## config.mk

```make
export PLATFORM = sky130hd
export DESIGN_NAME = posit_decoder_seq
export DESIGN_NICKNAME = d
export VERILOG_FILES = /design/src/rtl/posit_pkg.sv /design/src/rtl/posit_abs.sv /design/src/rtl/posit_decoder_seq.sv
export SDC_FILE = /design/constraint.sdc
export NUM_CORES = 1
export LEC_CHECK = 0
export ABC_CLOCK_PERIOD_IN_PS = 5000
export CAP_MARGIN = 10
export CORE_AREA = 2 2 89 82
export DETAILED_ROUTE_END_ITERATION = 10
export DIE_AREA = 0 0 91 84
export GPL_ROUTABILITY_DRIVEN = 0
export GPL_TIMING_DRIVEN = 0
export RECOVER_POWER = 50
export SLEW_MARGIN = 20
export SYNTH_ARGS = -nofsm -noshare
export SYNTH_HDL_FRONTEND = slang
export SYNTH_SLANG_ARGS = --single-unit
```

## constraint.sdc

```tcl
create_clock -name clk -period 5 [get_ports clk]
set_clock_uncertainty 0.2 [all_clocks]
set_input_delay 0.5 -clock clk [delete_from_list [all_inputs] [get_ports clk]]
set_output_delay 0.5 -clock clk [all_outputs]
set_load 0.05 [all_outputs]
```

## src/rtl/posit_pkg.sv

```systemverilog
// posit_pkg -- shared definitions for the posit operand decoder.
//   N_DEF / ES_DEF : default posit word width and exponent field width
//   fw_of()        : fraction width (hidden bit excluded) = n - es - 3
//   sw_of()        : signed scale width = clog2(n) + es + 1
//   dec_state_t    : decoder FSM states
package posit_pkg;

  localparam int N_DEF  = 16;
  localparam int ES_DEF = 3;

  function automatic int fw_of(input int n, input int es);
    return n - es - 3;
  endfunction

  function automatic int sw_of(input int n, input int es);
    return $clog2(n) + es + 1;
  endfunction

  typedef enum logic [1:0] {
    IDLE    = 2'd0,
    SCAN    = 2'd1,
    EXTRACT = 2'd2,
    DONE    = 2'd3
  } dec_state_t;

endpackage

```

## src/rtl/posit_abs.sv

```systemverilog
// posit_abs -- conditional two's-complement negate (combinational).
//   a   : N-bit input word
//   neg : when high, y = -a; otherwise y = a
//   y   : N-bit result
module posit_abs #(
  parameter int N = 16
) (
  input  logic [N-1:0] a,
  input  logic         neg,
  output logic [N-1:0] y
);

  assign y = neg ? (~a + N'(1)) : a;

endmodule

```

## src/rtl/posit_decoder_seq.sv

```systemverilog
// posit_decoder_seq -- sequential posit operand decoder for a multiplier.
// Splits a raw posit into sign / zero / NaR flags, a signed scale
// (k*2^ES + e) and a left-aligned fraction. The regime run is scanned one
// bit per cycle, so latency depends on the regime length.
//
// Handshake: a transfer happens on a rising edge where valid and ready are
// both high; the producer holds its data stable until that edge, and the
// consumer's ready never depends combinationally on its own valid.
//
// Ports:
//   clk, rst_n            clock, asynchronous active-low reset
//   in_valid/in_ready     operand handshake (in_posit = raw posit word)
//   out_valid/out_ready   result handshake
//   out_sign/out_zero/out_nar/out_scale/out_frac   decoded fields
//   dec_count             completed result handshakes, saturating
//                         (present only when POSIT_DEC_STATS_EN is defined)
//   dbg_state             current FSM state (dec_state_t encoding)
module posit_decoder_seq
  import posit_pkg::*;
#(
  parameter int  N  = N_DEF,
  parameter int  ES = ES_DEF,
  localparam int FW = fw_of(N, ES),
  localparam int SW = sw_of(N, ES)
) (
  input  logic          clk,
  input  logic          rst_n,
  input  logic          in_valid,
  output logic          in_ready,
  input  logic [N-1:0]  in_posit,
  output logic          out_valid,
  input  logic          out_ready,
  output logic          out_sign,
  output logic          out_zero,
  output logic          out_nar,
  output logic [SW-1:0] out_scale,
  output logic [FW-1:0] out_frac,
`ifdef POSIT_DEC_STATS_EN
  output logic [15:0]   dec_count,
`endif
  output logic [1:0]    dbg_state
);

  localparam int MW = $clog2(N);  // run-length counter width (holds N-1)
  localparam int WW = N - 1;      // work register: posit without sign bit

  dec_state_t    state, state_nxt;
  logic [WW-1:0] work;
  logic [MW-1:0] run_len;
  logic          regime_bit;

  logic [N-1:0]  abs_val;
  logic          in_zero, in_nar, special;
  logic          accept, handoff, run_end;
  logic [ES-1:0] exp_field;
  logic [FW-1:0] frac_field;
  logic [SW-1:0] m_ext, k_val, scale_val;

  posit_abs #(.N(N)) u_abs (
    .a   (in_posit),
    .neg (in_posit[N-1]),
    .y   (abs_val)
  );

  // NaR is the only nonzero word whose negation keeps the MSB set.
  assign in_zero = (in_posit == '0);
  assign in_nar  = abs_val[N-1];
  assign special = in_zero | in_nar;

  assign in_ready  = (state == IDLE) | ((state == DONE) & out_ready);
  assign accept    = in_valid & in_ready;
  assign out_valid = (state == DONE);
  assign handoff   = out_valid & out_ready;
  assign dbg_state = state;

  // The MSB of work always belongs to the run; the run ends when the bit
  // below it differs or when the whole word has been consumed.
  assign run_end = (work[WW-2] != regime_bit) || (run_len == MW'(WW - 1));

  // In EXTRACT the terminating bit sits at the MSB (or work is all zero
  // after a full-word run), so exponent and fraction start just below it.
  // Bits shifted in from the bottom are zero, giving the padding for free.
  assign exp_field  = work[WW-2 -: ES];
  assign frac_field = work[WW-2-ES -: FW];

  assign m_ext     = SW'(run_len);
  assign k_val     = regime_bit ? (m_ext - SW'(1)) : (SW'(0) - m_ext);
  assign scale_val = (k_val << ES) + SW'(exp_field);

  always_ff @(posedge clk or negedge rst_n) begin
    if (!rst_n) state <= IDLE;
    else        state <= state_nxt;
  end

  always_comb begin
    state_nxt = state;
    case (state)
      IDLE:    if (accept) state_nxt = special ? DONE : SCAN;
      SCAN:    if (run_end) state_nxt = EXTRACT;
      EXTRACT: state_nxt = DONE;
      DONE: begin
        if (handoff) begin
          if (in_valid) state_nxt = special ? DONE : SCAN;
          else          state_nxt = IDLE;
        end
      end
      default: state_nxt = IDLE;
    endcase
  end

  always_ff @(posedge clk or negedge rst_n) begin
    if (!rst_n) begin
      work       <= '0;
      run_len    <= '0;
      regime_bit <= 1'b0;
      out_sign   <= 1'b0;
      out_zero   <= 1'b0;
      out_nar    <= 1'b0;
      out_scale  <= '0;
      out_frac   <= '0;
    end else if (accept) begin
      work       <= abs_val[N-2:0];
      regime_bit <= abs_val[N-2];
      run_len    <= '0;
      out_sign   <= in_posit[N-1] & ~in_nar;
      out_zero   <= in_zero;
      out_nar    <= in_nar;
      out_scale  <= '0;
      out_frac   <= '0;
    end else if (state == SCAN) begin
      run_len <= run_len + MW'(1);
      work    <= work << 1;
    end else if (state == EXTRACT) begin
      out_scale <= scale_val;
      out_frac  <= frac_field;
    end
  end

`ifdef POSIT_DEC_STATS_EN
  always_ff @(posedge clk or negedge rst_n) begin
    if (!rst_n)                               dec_count <= '0;
    else if (handoff && dec_count != 16'hFFFF) dec_count <= dec_count + 16'd1;
  end
`endif

endmodule

```

==> results of run 1 <==
## stage by stage
stage          power, mW  cell area (µm²)  instances
2_1_floorplan       1.35             2290        256
3_3_place_gp        1.66             2840        392
3_5_place_dp        1.68             2860        393
4_1_cts             2.00             3000        402
5_1_grt             2.13             2980        402
6_report            1.98             2980        402
## cells by family after synthesis
logic type      Yosys count  share of synthesized area, %
compound gates           54                          15.4
xor+xnor                 24                          9.16
fa+ha+maj                 4                          2.18
buf+inv                  24                          4.31
flops                    42                          45.8
mux                       1                         0.436
simple gates            107                          22.7
## cells in the final DEF (no fill, tap or decap), types with 7 or more instances in the layout
cell type        instances
dfrtp_1                 42
o21ai_0                 17
clkbuf_1                12
a21oi_1                 18
nor2_1                   9
nand3_1                  9
xor2_1                   9
xnor2_1                 15
nand2_1                 58
clkdlybuf4s50_1         42
and3_1                  12
inv_1                    7
## flip-flops by register name, indices dropped and copies added, names as in the netlist
signal / cells
out_scale: 8
work: 14
out_frac: 10
regime_bit: 1
out_sign: 1
run_len: 4
out_zero: 1
dbg_state: 2
out_nar: 1
## worst paths after layout
| check | endpoint |
|---|---|
| setup reg to reg | work[12]$_DFFE_PN0P_ |
| hold / removal | out_zero$_DFFE_PN0N_ |
| setup / recovery | in_ready |
| max in group asynchronous | out_scale[6]$_DFFE_PN0P_ |
| hold reg to reg | out_zero$_DFFE_PN0N_ |
| min in group asynchronous | work[2]$_DFFE_PN0P_ |
## worst register-to-register path, stage by stage (launching register included)
cell and delay (ns):
dfrtp_1 0.45, nand2b_1 0.13, clkbuf_1 0.37, and3_1 0.24
clkbuf_1 0.32, buf_2 0.30, a21oi_1 0.10
## final cells by class
cell class	instances	area, µm²
Timing Repair Buffer	45	438
Buffer	16	66.3
Tap cell	93	116
Inverter	8	30.0
Multi-Input combinational cell	190	1140
Fill cell	707	3840
Clock buffer	5	68.8
Sequential cell	42	1050
Clock inverter	3	68.8
## report_power, final
part           internal, mW  switching [mW]  total [mW]
Combinational         0.398           0.667        1.07
Sequential            0.486           0.108       0.595
Clock                 0.200           0.122       0.323
Total                  1.08           0.898        1.98
## layer usage
layer	vias up	global-route usage (%)	wire, µm
li1	978	-	-
met1	912	21.4	2640
met2	67	21.5	2350
met3	5	2.62	303
met4	0	4.55	51
met5	-	0	0
==> impl_metrics.ini, run 1 <==
[outcome]
status = finished, final reports clean

[timing]
post-route-min-period_ns = 3.40
worst_pin_slew_ns = 1.46
max_freq_mhz = 294
max-slew-margin-rel_pct = 2.36
setup_slack_ns = 1.60
slew_viol_final = 0
whs_ns = 0.298
post-route-period-util_pct = 68.0
final_hold_viol_count = 0
setup_tns_ns = 0
rsz0062_at_grt = false
setup_viol = 0

[clocking]
numCtsBuffers = 5
clock_sinks = 42
cts_buffer_depth = 2
cts_resized = 0
tritoncts = yes
clkLatencyLatePin_ns = 0.30
hold_buffers = 1
root_buffer = clkbuf_8
clk_pin_slew_ns = 0.08
post-cts-setup-buffers = 0
htreeDepth = 2

[critical_path]
worstReg2RegStart = dbg_state[1]$_DFFE_PN0P_
ff2ff_setup_slack_ns = 2.79
critical_path_cell_count = 5
crit_required_ns = 4.30
path_cells = nand2b_1, clkbuf_1, buf_1, and2_1, clkdlybuf4s50_1
reg2reg_depth = 6
worstSetupStartpoint = dbg_state[1]$_DFFE_PN0P_
worstSetupPathType = reg -> out
crit_path_start_kind = flop
slowest_stage = clkdlybuf4s50_1
slowest_delay_ns = 0.81
path_delay_family = buffers and inverters
crit_arrival_ns = 2.70
path_buf_inv = 3
critPathCaptureType = output port
cp_max_fo = 10

[synthesis]
synth_seq_cells = 42
async_reset_ff_share_pct = 100
yosysTopAreaCellShare_pct = 45.8
syn_area_um2 = 2290
ys_warn_count = 0
synthFlopType = dfrtp_1
synthTopCellsByArea = dfrtp_1, nand2_1, xnor2_1
synth_common_cells = nand2_1, dfrtp_1, a21oi_1
synth_edf_count = 0
synth_nets = 280
seq_area_frac_synth_pct = 45.8
avgSynthCellArea_um2 = 8.96
yosysMostFrequentCell = nand2_1
synth_top_cell_by_area = dfrtp_1
netlist_instances = 256
synth_cell_type_count = 39

[grt]
antenna_found_initial = 0
grt_max_degree = 29
grt_use_total_pct = 14.5
grt-ovfl-total = 0
grt_pass1_vias = 1797
grt_pass1_wl_um = 9000

[routing]
drt_iter0_drc = 144
drcViolationCount = 0
routedWlPerCell_um = 13.3
wirelength_um = 5340
via_per_inst = 4.88
drt_pass1_iterations = 4
via_count = 1962
ant_nets = 0

[worst_hold_path]
hp-start = out_zero$_DFFE_PN0N_
hold_path_depth = 2
hp-class = reg -> reg

[placed_design]
dpl.hpwl_um = 4090
dp_slack_ns = 2.12
port_buffers = 43

[job]
maxCapViolations = 0

[power]
ir_drop_uv = 205
power.leakage_nw = 1.25
powerDensity_nw_per_um2 = 664

[layout]
post-route-util_pct = 43.7
drive_gt1_share_pct = 6.80
n_antenna_cell = 0
final_net_count = 332
area_delta_synth_final_pct = 30.0

[floorplanning]
fp.dieH_um = 84
rows = 29
die_x_um = 91
io_pins = 45
start_util_pct = 33.6
dieArea_um2 = 7640
core_um2 = 6820
No activity file was read; power rests on OpenSTA's default activity.
==> run 2: changes to the inputs <==
--- a/config.mk
+++ b/config.mk
@@ -5,7 +5,7 @@
 export SDC_FILE = /design/constraint.sdc
 export NUM_CORES = 1
 export LEC_CHECK = 0
-export ABC_CLOCK_PERIOD_IN_PS = 5000
+export ABC_CLOCK_PERIOD_IN_PS = 3200
 export CAP_MARGIN = 10
 export CORE_AREA = 2 2 89 82
 export DETAILED_ROUTE_END_ITERATION = 10
==> constraint.sdc (replaced) <==
create_clock -name clk -period 3.2 [get_ports clk]
set_clock_uncertainty 0.2 [all_clocks]
set_input_delay 0.32 -clock clk [delete_from_list [all_inputs] [get_ports clk]]
set_output_delay 0.32 -clock clk [all_outputs]
set_load 0.05 [all_outputs]
==> impl_metrics.ini, run 2 (synthesis gave the netlist of run 1 again) <==
[routing]
wl_met3_um = 253
wirelength_um = 5340
drcViolationCount = 0
wl_met1_um = 2680
via_count = 1944
routed.top_layer = met4
via_per_inst = 4.84
ant_nets = 0
routedWlPerCell_um = 13.3
drt_iter0_drc = 128
drt_pass1_iterations = 4
routed-wl-met2_um = 2350

[placed_design]
port_buffers = 43
dpl.hpwl_um = 4090

[clocking]
htreeDepth = 2
clock_sinks = 42
root_buffer = clkbuf_8
numCtsBuffers = 5
cts_buffer_depth = 2
clk_pin_slew_ns = 0.08
clkLatencyLatePin_ns = 0.30
tritoncts = yes

[grt]
grt_pass1_vias = 1797
grt_use_total_pct = 14.5
grt-ovfl-total = 0
antenna_found_initial = 0
grt_pass1_wl_um = 9000
grt_max_degree = 29

[layout]
largest_register_ffs = 14
drive_gt1_share_pct = 7.12
multi_input_area_um2 = 1140
final_cell_mix = nand2_1, dfrtp_1, clkdlybuf4s50_1
largestRegisters = work x14, out_frac x10, out_scale x8
regMostFlops = work
n_antenna_cell = 0
seqCellArea_um2 = 1050
final_net_count = 332
final_common_cell = nand2_1
nFillCells = 707
area_delta_synth_final_pct = 30.1

[floorplanning]
core_um2 = 6820
rows = 29
io_pins = 45
dieArea_um2 = 7640
die_x_um = 91
start_util_pct = 33.6
fp.dieH_um = 84

[critical_path]
r2r_end = work[12]$_DFFE_PN0P_
ff2ff_setup_slack_ns = 1.19
reg2reg_depth = 6
cp_max_fo = 10
worstReg2RegStart = dbg_state[1]$_DFFE_PN0P_
crit_path_start_kind = flop
worstSetupPathType = reg -> out
critPathCaptureType = output port
crit_required_ns = 2.68
crit_arrival_ns = 2.52

[timing]
worst_pin_slew_ns = 1.47
slew_viol_final = 0
max-slew-margin-rel_pct = 2.29
whs_ns = 0.298
rsz0062_at_grt = false
setup_tns_ns = 0
post-route-min-period_ns = 3.04
max_freq_mhz = 329
post-route-period-util_pct = 95.0
final_hold_viol_count = 0
setup_viol = 0

[worst_hold_path]
hp-start = out_zero$_DFFE_PN0N_
hold_path_depth = 2
worstHoldEndpoint = out_zero$_DFFE_PN0N_
hp-class = reg -> reg

[job]
maxCapViolations = 0

[power]
ir_drop_uv = 310
powerDensity_nw_per_um2 = 1040
total_power_mw = 3.10
power.leakage_nw = 1.25

[outcome]
status = finished, final reports clean
run 2: cell types whose count changed in the layout (fill, tap and decap cells not counted):
cell      before  now
clkbuf_1      12   11
buf_2          5    6
run 2: timing repair:
action                    CTS  global route
hold buffers                1             0
buffers inserted            0             0
gates resized for setup     0             0
hold endpoints to repair   14             0
run 2: metal layers:
layer	global-route usage (%)	vias up
li1	-	978
met1	21.4	904
met2	21.5	57
met3	2.62	5
met4	4.55	0
met5	0	-
run 2: final cells by class:
| cell class | instances | area share [%] |
|---|---|---|
| buffer | 16 | 2.26 |
| clock buffer | 5 | 2.31 |
| clock inverter | 3 | 2.31 |
| inverter | 8 | 1.01 |
| multi-input combinational | 190 | 38.3 |
| sequential | 42 | 35.2 |
| tap | 93 | 3.90 |
| timing repair buffer | 45 | 14.7 |
run 2: power breakdown:
group          internal, mW  switching, mW  total, mW
registers             0.760          0.170      0.930
clock network         0.313          0.192      0.504
logic                 0.624           1.04       1.67
total                  1.70           1.41       3.10
run 2: worst max-delay path, stage by stage, from the launching register on:
cell,delay [ns]
dfrtp_1,0.45
nand2b_1,0.13
buf_2,0.21
buf_1,0.40
and2_1,0.23
clkdlybuf4s50_1,0.81
run 2: how the worst max path moves through the flow:
stage                                  start                 endpoint  slack, ns  depth (start not counted)
detailed placement  dbg_state[1]$_DFFE_PN0P_                 in_ready       0.50                          5
finish              dbg_state[1]$_DFFE_PN0P_                 in_ready       0.16                          5
global placement                       rst_n  out_frac[5]$_DFFE_PN0P_       0.51                          1
CTS                 dbg_state[1]$_DFFE_PN0P_                 in_ready       0.16                          5
floorplan           dbg_state[1]$_DFFE_PN0P_                 in_ready       0.92                          4
global route        dbg_state[1]$_DFFE_PN0P_                 in_ready       0.06                          5
run 2: stage by stage:
stage	setup slack, ns	utilization, %	cells	instance area [µm²]
after floorplan	0.921	-	256	2290
after global placement	0.506	41.7	392	2840
after detailed placement	0.496	41.9	393	2860
after CTS	0.164	44.0	402	3000
after global routing	0.0597	43.8	402	2990
final	0.160	43.8	402	2990
